===== src/rtl/logip_pkg.sv =====
// logip_pkg: shared FSM encodings and UART frame constants for the logic analyzer
package logip_pkg;
  typedef enum logic [1:0] {IDLE, SEND, WAIT} word_st_e;
  typedef enum logic [1:0] {B_IDLE, B_START, B_DATA, B_STOP} byte_st_e;
  localparam logic START_BIT = 1'b0;
  localparam logic STOP_BIT = 1'b1;
  localparam int DATA_BITS = 8;
endpackage


===== src/rtl/uart_tx.sv =====
// uart_tx: 8N1 byte serializer with registered line output
// ports: clk_i/rst_i clock and async reset, byte_i/byte_stb_i byte to send,
//        byte_done_o pulses in the last cycle of the stop bit, tx_o serial line
// A strobe in that last stop cycle chains straight into the next start bit.
module uart_tx
  import logip_pkg::*;
#(
  parameter int CLKS_PER_BIT = 868
) (
  input  logic       clk_i,
  input  logic       rst_i,
  input  logic [7:0] byte_i,
  input  logic       byte_stb_i,
  output logic       byte_done_o,
  output logic       tx_o
);
  localparam int CW = CLKS_PER_BIT > 1 ? $clog2(CLKS_PER_BIT) : 1;
  byte_st_e st;
  logic [CW-1:0] cnt;
  logic [2:0] bit_idx;
  logic [7:0] sh;
  logic bit_end;
  assign bit_end = cnt == CW'(CLKS_PER_BIT - 1);
  assign byte_done_o = st == B_STOP && bit_end;
  always_ff @(posedge clk_i or posedge rst_i) begin
    if (rst_i) begin
      st <= B_IDLE;
      cnt <= '0;
      bit_idx <= '0;
      sh <= '0;
      tx_o <= STOP_BIT;
    end else begin
      cnt <= (st == B_IDLE || bit_end) ? '0 : cnt + CW'(1);
      case (st)
        B_IDLE, B_STOP: begin
          if ((st == B_IDLE || bit_end) && byte_stb_i) begin
            st <= B_START;
            sh <= byte_i;
            tx_o <= START_BIT;
          end else if (st == B_STOP && bit_end) begin
            st <= B_IDLE;
          end
        end
        B_START: begin
          if (bit_end) begin
            st <= B_DATA;
            tx_o <= sh[0];
          end
        end
        default: begin
          if (bit_end) begin
            sh <= sh >> 1;
            if (bit_idx == 3'(DATA_BITS - 1)) begin
              st <= B_STOP;
              bit_idx <= '0;
              tx_o <= STOP_BIT;
            end else begin
              bit_idx <= bit_idx + 3'd1;
              tx_o <= sh[1];
            end
          end
        end
      endcase
    end
  end
endmodule


===== src/rtl/word_tx.sv =====
// word_tx: latches one WIDTH-bit word and sends it as WIDTH/8 UART frames, LSB byte first
// ports: clk_i/rst_i clock and async reset, stb_i/sel_i accept strobe and source select,
//        ram_data_i/meta_data_i word sources, rdy_o idle/accepting, tx_o serial line
// Fixed overhead is one cycle per word: the SEND cycle between accept and the first
// start bit. Later bytes are handed over in the stop-bit done cycle so frames abut.
module word_tx
  import logip_pkg::*;
#(
  parameter int WIDTH = 32,
  parameter int CLKS_PER_BIT = 868
) (
  input  logic             clk_i,
  input  logic             rst_i,
  input  logic             stb_i,
  input  logic             sel_i,
  input  logic [WIDTH-1:0] ram_data_i,
  input  logic [WIDTH-1:0] meta_data_i,
  output logic             rdy_o,
  output logic             tx_o
);
  localparam int NB = WIDTH / 8;
  localparam int IW = NB > 1 ? $clog2(NB) : 1;
  word_st_e st;
  logic [WIDTH-1:0] sh;
  logic [IW-1:0] idx;
  logic byte_stb, byte_done, last;
  assign last = idx == IW'(NB - 1);
  assign byte_stb = st == SEND || (st == WAIT && byte_done && !last);
  always_ff @(posedge clk_i or posedge rst_i) begin
    if (rst_i) begin
      st <= IDLE;
      sh <= '0;
      idx <= '0;
      rdy_o <= 1'b1;
    end else begin
      case (st)
        IDLE: begin
          if (stb_i) begin
            sh <= sel_i ? ram_data_i : meta_data_i;
            idx <= '0;
            st <= SEND;
            rdy_o <= 1'b0;
          end
        end
        SEND: begin
          sh <= sh >> 8;
          st <= WAIT;
        end
        default: begin
          if (byte_done) begin
            if (last) begin
              st <= IDLE;
              rdy_o <= 1'b1;
            end else begin
              idx <= idx + IW'(1);
              sh <= sh >> 8;
            end
          end
        end
      endcase
    end
  end
  uart_tx #(.CLKS_PER_BIT(CLKS_PER_BIT)) u_uart (
    .clk_i(clk_i),
    .rst_i(rst_i),
    .byte_i(sh[7:0]),
    .byte_stb_i(byte_stb),
    .byte_done_o(byte_done),
    .tx_o(tx_o)
  );
endmodule


===== config.mk =====
export PLATFORM = sky130hd
export DESIGN_NAME = word_tx
export DESIGN_NICKNAME = d
export VERILOG_FILES = /design/src/rtl/logip_pkg.sv /design/src/rtl/uart_tx.sv /design/src/rtl/word_tx.sv
export SDC_FILE = /design/constraint.sdc
export NUM_CORES = 1
export LEC_CHECK = 0
export CORE_UTILIZATION = 46
export CTS_CLUSTER_DIAMETER = 60
export DETAILED_ROUTE_END_ITERATION = 12
export GPL_TIMING_DRIVEN = 0
export HOLD_SLACK_MARGIN = 0.08
export MAX_ROUTING_LAYER = met4
export PLACE_DENSITY = 0.76
export SYNTH_ARGS = -nofsm -noshare
export SYNTH_HDL_FRONTEND = slang
export SYNTH_HIERARCHICAL = 1
export SYNTH_SLANG_ARGS = --single-unit

===== constraint.sdc =====
create_clock -name clk_i -period 2.33 [get_ports clk_i]
set_input_delay 0.5825 -clock clk_i [delete_from_list [all_inputs] [get_ports clk_i]]
set_output_delay 0.5825 -clock clk_i [all_outputs]
set_load 0.05 [all_outputs]

## Yosys cells after proc, flatten, opt, wreduce, memory -nomap -nowiden

Cells that the tools add are included.

| word-level totals | value |
|---|---|
| logic and storage cells | 86 |
| bits in registers | 61 |

| operators by class | value |
|---|---|
| $add $sub $neg | 3 |
| multiplexer cells | 33 |
| reduce and logical (&&, ||, !) cells | 25 |
| eq/ne operators | 13 |
| bitwise gates (word level) | 3 |

Operators with widths:

| cell | number |
|---|---|
| 32-bit 2-to-1 mux | 4 |
| 32-bit one-hot mux with 2 select lines | 1 |
| 2-bit 2-to-1 mux | 11 |
| 8-bit 2-to-1 mux | 2 |
| 8-bit one-hot mux with 2 select lines | 1 |
| 2-bit one-hot mux with 2 select lines | 3 |
| 3-bit AND reduction | 4 |
| 4-bit AND reduction | 3 |
| 10-bit by 1-bit adder with 10-bit output (second input constant) | 1 |
| 10-bit == test (second input constant) | 1 |
| 10-bit 2-to-1 mux | 1 |
| 3-bit nonzero test | 3 |
| 1-bit 2-to-1 mux | 7 |
| 2-bit == test (second input constant) | 3 |
| 2-bit by 1-bit inequality test with 1-bit output (second input constant) | 3 |
| 2-bit nonzero test | 3 |
| 2-bit by 1-bit == test with 1-bit output (second input constant) | 2 |
| 1-bit logical AND | 4 |
| 2-bit zero test | 2 |
| 1-bit one-hot mux with 2 select lines | 2 |
| 3-bit by 1-bit adder with 3-bit output (second input constant) | 1 |
| 3-bit == test (second input constant) | 1 |
| 3-bit 2-to-1 mux | 1 |
| 3-bit by 1-bit inequality test with 1-bit output (second input constant) | 1 |
| other kinds (9) | 12 |

## Logic depth before layout (Yosys ltp)

| logic depth | value |
|---|---|
| depth in word-level cells | 8 |
| mapped depth | 10 |
| gate-level depth less buffers | 10 |

## Modules after synthesis

Netlist, hierarchy kept.

Modules (own cells, without submodules):

| module | area each (um^2) | cells each | sequential area each (um^2) | instances |
|---|---|---|---|---|
| word_tx | 1,958.1 | 173 | 927.1 | 1 |
| uart_tx | 1,282.5 | 110 | 601.8 | 1 |

## Least setup slack after synthesis

Ideal clock, no wire load.

| path | value |
|---|---|
| kind | register -> register |
| from | register u_uart.cnt[0] |
| to | register u_uart.sh[0] |
| required time | 2.205 ns |
| data arrival time | 2.364 ns |
| setup slack | -0.159 ns |
| stages on the path, launching flop included | 10 |
| cell sequence | dfrtp_1 > ha_1 > and4b_1 > and4_2 > and2_1 > nand2_1 > o31ai_1 > nor2_1 > a211oi_4 > mux2_2 |

| on the way | value |
|---|---|
| cells in the longest elaborated chain, start to end | 8 |

RTL lines:

| element | line | RTL |
|---|---|---|
| from (decl) | uart_tx.sv:19 | `logic [CW-1:0] cnt;` |
| from (signal assigned) | uart_tx.sv:33 | `cnt <= (st == B_IDLE \|\| bit_end) ? '0 : cnt + CW'(1);` |
| 10-bit == test | uart_tx.sv:23 | `assign bit_end = cnt == CW'(CLKS_PER_BIT - 1);` |
| 1-bit logical AND | uart_tx.sv:24 | `assign byte_done_o = st == B_STOP && bit_end;` |
| via byte_done | word_tx.sv:26 | `logic byte_stb, byte_done, last;` |
| 1-bit logical AND (2 in series) | word_tx.sv:28 | `assign byte_stb = st == SEND \|\| (st == WAIT && byte_done && !last);` |
| 1-bit logical OR | word_tx.sv:28 |  |
| via byte_stb | word_tx.sv:26 |  |
| 1-bit logical AND | uart_tx.sv:36 | `if ((st == B_IDLE \|\| bit_end) && byte_stb_i) begin` |
| 2-bit by 1-bit inequality test with 1-bit output (no line) | - |  |
| 3-bit AND reduction (no line) | - |  |
| to (signal assigned) | uart_tx.sv:38 | `sh <= byte_i;` |
| to (signal assigned) | uart_tx.sv:52 | `sh <= sh >> 1;` |
| to (decl) | uart_tx.sv:21 | `logic [7:0] sh;` |

The timed path passes the listed nets, and every way through them passes these cells.
A chain may end at the register's enable or synchronous reset.

## Worst setup path in the final report

| path | value |
|---|---|
| from | register u_uart.cnt[1] |
| to | register u_uart.sh[6] |

Same word-level chain as after synthesis.

==> qor.txt <==
outcome: complete, but fails checks
violated checks: negative setup slack
fin crit period: 2.437 ns
die area: 7385 µm²
synth cell count leaders: sky130_fd_sc_hd__dfrtp_1, sky130_fd_sc_hd__nor2_1, sky130_fd_sc_hd__mux2i_1, sky130_fd_sc_hd__a221o_1, sky130_fd_sc_hd__mux2_2
switching portion of total power: 22.37%
clk_skew: 0.005220 ns
launch point of the worst path: u_uart/cnt[1]
type of element launching the critical path: register
Flop pwr share: 51.0%
CP max stage cell: sky130_fd_sc_hd__dfrtp_1
CP Buf/Inv Count: 1
transition time of the tightest slew-check pin: 0.8977 ns
area share of the largest cell type after synthesis: 45.56%
reported max-cap violation count: 0
Seq/Total Area, Yosys: 47.18%
Area Growth Syn to Fin: 34.79%
post-synthesis sequential element count: 61
clk_lat worst skew: 0.33 ns
Layout Utilization: 64.29%
post-route ant nets: 0
source of the worst hold timing path: sh[31]
total power: 2.194 mW
area of the placeable core: 6794 µm²
worst setup margin: -0.1067 ns
Critical Path Fanout Max: 8
Cell Int Power: 1.703 mW
number of buffers on the longest clock path: 2
first-pass GRT wire length: 11800 µm
Layout Nets: 448
clock buffer count from CTS: 9
dominant register cell in the synthesized netlist: sky130_fd_sc_hd__dfrtp_1
maximum number of pins on one net before global-route repair: 38
clock group share of total power: 38.0%
Max Freq: 410.4 MHz
RSZ-0062 raised after global routing: yes
number of endpoints with negative hold slack in the final report: 0
sequence of cells on the critical path: ha_2 > and4b_1 > and4_4 > and2_4 > nand2_4 > o31ai_4 > nor2_4 > a211oi_4 > buf_12 > mux2_4
initial antenna violation count: 0
kind of cell adding the most delay to the critical path: simple AND/OR/NAND/NOR gates
number of H-tree branching levels: 3
Critical R2R Launch: u_uart/cnt[1]
max incr delay on CP: 0.37 ns
initial core utilization: 47.70%
antenna diode count: 0
Leak: 2.024 nW
Worst Setup End Kind: register
die width: 85.94 µm
Worst IR Drop VDD: 291.5 µV
detailed-placement wirelength estimate: 5124 µm
wire length after detailed routing: 6949 µm
ratio of routed vias to standard cells: 5.169
top-level I/O count: 70
final cycle utilization of the critical path: 104.6%
post-detailed-route wirelength per cell: 14.72 µm
switching power total: 0.4906 mW
DR iter-0 viols: 92
slew margin rel.: 40.09%
die extent in y: 85.94 µm
# setup viols final: 8
number of global-route vias before repair: 2474
number of enable flip-flop cells after synthesis: 0
CTS tree: done
Power per Cell Area: 502.2 nW/µm²
Max Transition Viols Final: 0
CTS clk-pin slew, worst paths: 0.06 ns
floorplan row count: 30
buffers added on ports: 68
Mapped Cells: 283
internal reg-to-reg setup slack: -0.11 ns
most numerous cell in the Yosys netlist: sky130_fd_sc_hd__dfrtp_1
DRC violations left: 0
number of library cell types mapped by synthesis: 44
Num Clock Sinks: 61
Worst R2R Path Depth: 10
final weighted congestion in routability-driven placement: 0.8067
area of the mapped netlist: 3241 µm²
net count after synthesis: 360
syn avg cell area: 11.45 µm²
number of warnings reported in the yosys synthesis log: 6
total via count after detailed routing: 2440
hold-critical path depth: 1
path type of the worst setup path: reg2reg
arrival time of data at the critical path endpoint: 2.65 ns
required time reported for the critical path endpoint: 2.54 ns
first-pass detailed-route iteration total: 4
most area-hungry cell type in the Yosys netlist: sky130_fd_sc_hd__dfrtp_1
Area contributors post-synth: sky130_fd_sc_hd__dfrtp_1, sky130_fd_sc_hd__mux2i_1, sky130_fd_sc_hd__a221o_1
cell chosen for the clock root: sky130_fd_sc_hd__clkbuf_8
overall overflow remaining after global route: 0
FF-to-FF End: u_uart/sh[6]
worst min-delay path class: reg2reg
Endpoint, Worst Hold: sh[31]
proportion of layout cells with a drive suffix above 1: 18.88%
total track usage: 21.41%
Filler Cells Inserted: 536
share of synthesized flip-flops with an asynchronous set or reset: 100.0%
combinational cell fraction of total power: 11.0%
[power groups by stage]
stage	Clock (mW)	Combinational (mW)	Sequential (mW)
finish	0.833	0.242	1.12
global route	0.900	0.263	1.12
CTS	0.851	0.244	1.12
detailed placement	0	0.238	1.14
global placement	0	0.235	1.14
floorplan	0	0.106	1.13
[kinds of logic after synthesis]
| logic type | after synthesis | share of synthesized area [%] |
|---|---|---|
| and+or+nand+nor | 80 | 12.05 |
| DFF | 61 | 47.18 |
| muxes | 59 | 19.27 |
| AOI/OAI and AO/OA | 42 | 11.82 |
| buffers and inverters | 24 | 4.054 |
| adders and majority gates | 9 | 3.475 |
| xor gates and xnor gates | 8 | 2.162 |
[worst max path at each step]
stage | slack [ns] | cells after the start | to
after floorplan | -0.06 | 9 | u_uart/sh[0]
after global placement | -0.30 | 9 | u_uart/sh[2]
after detailed placement | -0.35 | 9 | u_uart/sh[5]
after CTS | -0.12 | 10 | u_uart/sh[6]
after global routing | -0.17 | 10 | u_uart/sh[3]
final | -0.11 | 10 | u_uart/sh[6]
[flip-flops by register name, indices dropped and copies added, names as in the netlist]
signal	flops
u_uart/tx_o	1
idx	2
u_uart/cnt	10
u_uart/st	2
st	2
u_uart/bit_idx	3
sh	32
u_uart/sh	8
rdy_o	1
[worst register-to-register path: cells and delay by family (launching register included)]
kind,cells,cell delay [ns]
simple gates,5,0.79
compound gates,2,0.47
mux,1,0.30
buf+inv,1,0.17
fa+ha+maj,1,0.21
flops,1,0.37
[per-stage QoR]
| stage | std cells | hold WS [ns] | TNS (ns) | cell area (µm²) | setup slack, ns |
|---|---|---|---|---|---|
| after floorplan | 283 | 0.4522 | -0.3963 | 3269 | -0.05507 |
| after global placement | 447 | 0.4734 | -3.742 | 4070 | -0.2958 |
| after detailed placement | 447 | 0.4806 | -5.010 | 4070 | -0.3490 |
| after CTS | 469 | 0.4983 | -0.9067 | 4338 | -0.1166 |
| after global routing | 472 | 0.5244 | -1.546 | 4368 | -0.1729 |
| final | 472 | 0.4974 | -0.8199 | 4368 | -0.1067 |
[placed cells by master (no fill, tap or decap), types with 4 or more instances in the layout]
| cell type | count |
|---|---|
| sky130_fd_sc_hd__buf_2 | 6 |
| sky130_fd_sc_hd__buf_4 | 11 |
| sky130_fd_sc_hd__o21ai_0 | 4 |
| sky130_fd_sc_hd__mux2_1 | 6 |
| sky130_fd_sc_hd__clkbuf_8 | 11 |
| sky130_fd_sc_hd__clkbuf_1 | 6 |
| sky130_fd_sc_hd__dfrtp_1 | 59 |
| sky130_fd_sc_hd__a221o_1 | 24 |
| sky130_fd_sc_hd__mux2_2 | 13 |
| sky130_fd_sc_hd__ha_1 | 8 |
| sky130_fd_sc_hd__clkdlybuf4s50_1 | 68 |
| sky130_fd_sc_hd__nand2b_1 | 4 |
| sky130_fd_sc_hd__mux2i_1 | 32 |
| sky130_fd_sc_hd__nand2_1 | 4 |
| sky130_fd_sc_hd__mux2_4 | 8 |
| sky130_fd_sc_hd__nor2_1 | 47 |
| sky130_fd_sc_hd__a21oi_1 | 5 |
| sky130_fd_sc_hd__nand3_1 | 6 |
| sky130_fd_sc_hd__xor2_1 | 6 |
| sky130_fd_sc_hd__inv_1 | 6 |
[per-layer routing]
metal  vias to the layer above  GRT usage, %  wire, µm
met1                      1172         26.66      3106
met3                         9         4.812       271
met2                        58         34.34      3467
li1                       1201             -         -
met5                         -             -         0
met4                         0         7.576       104
[layout make-up]
class                           instances  area (µm²)  share of cell area, %
Clock buffer                           15       166.4                  3.810
Clock inverter                          1       5.005                 0.1146
Inverter                                7       26.28                 0.6015
Multi-Input combinational cell        198        1649                  37.75
Sequential cell                        61        1529                  35.00
Timing Repair Buffer                   77       760.7                  17.42
Buffer                                 17       111.4                  2.549
Tap cell                               96       120.1                  2.750
[timing repair]
action / CTS / global route
buffers inserted: 6 / 3
cloned: 0 / 0
resized for setup: 11 / 2
setup endpoints to repair: 30 / 25
hold buffers: 0 / 0
pin swaps: 5 / 1
Power figures use the tool's default switching activity.
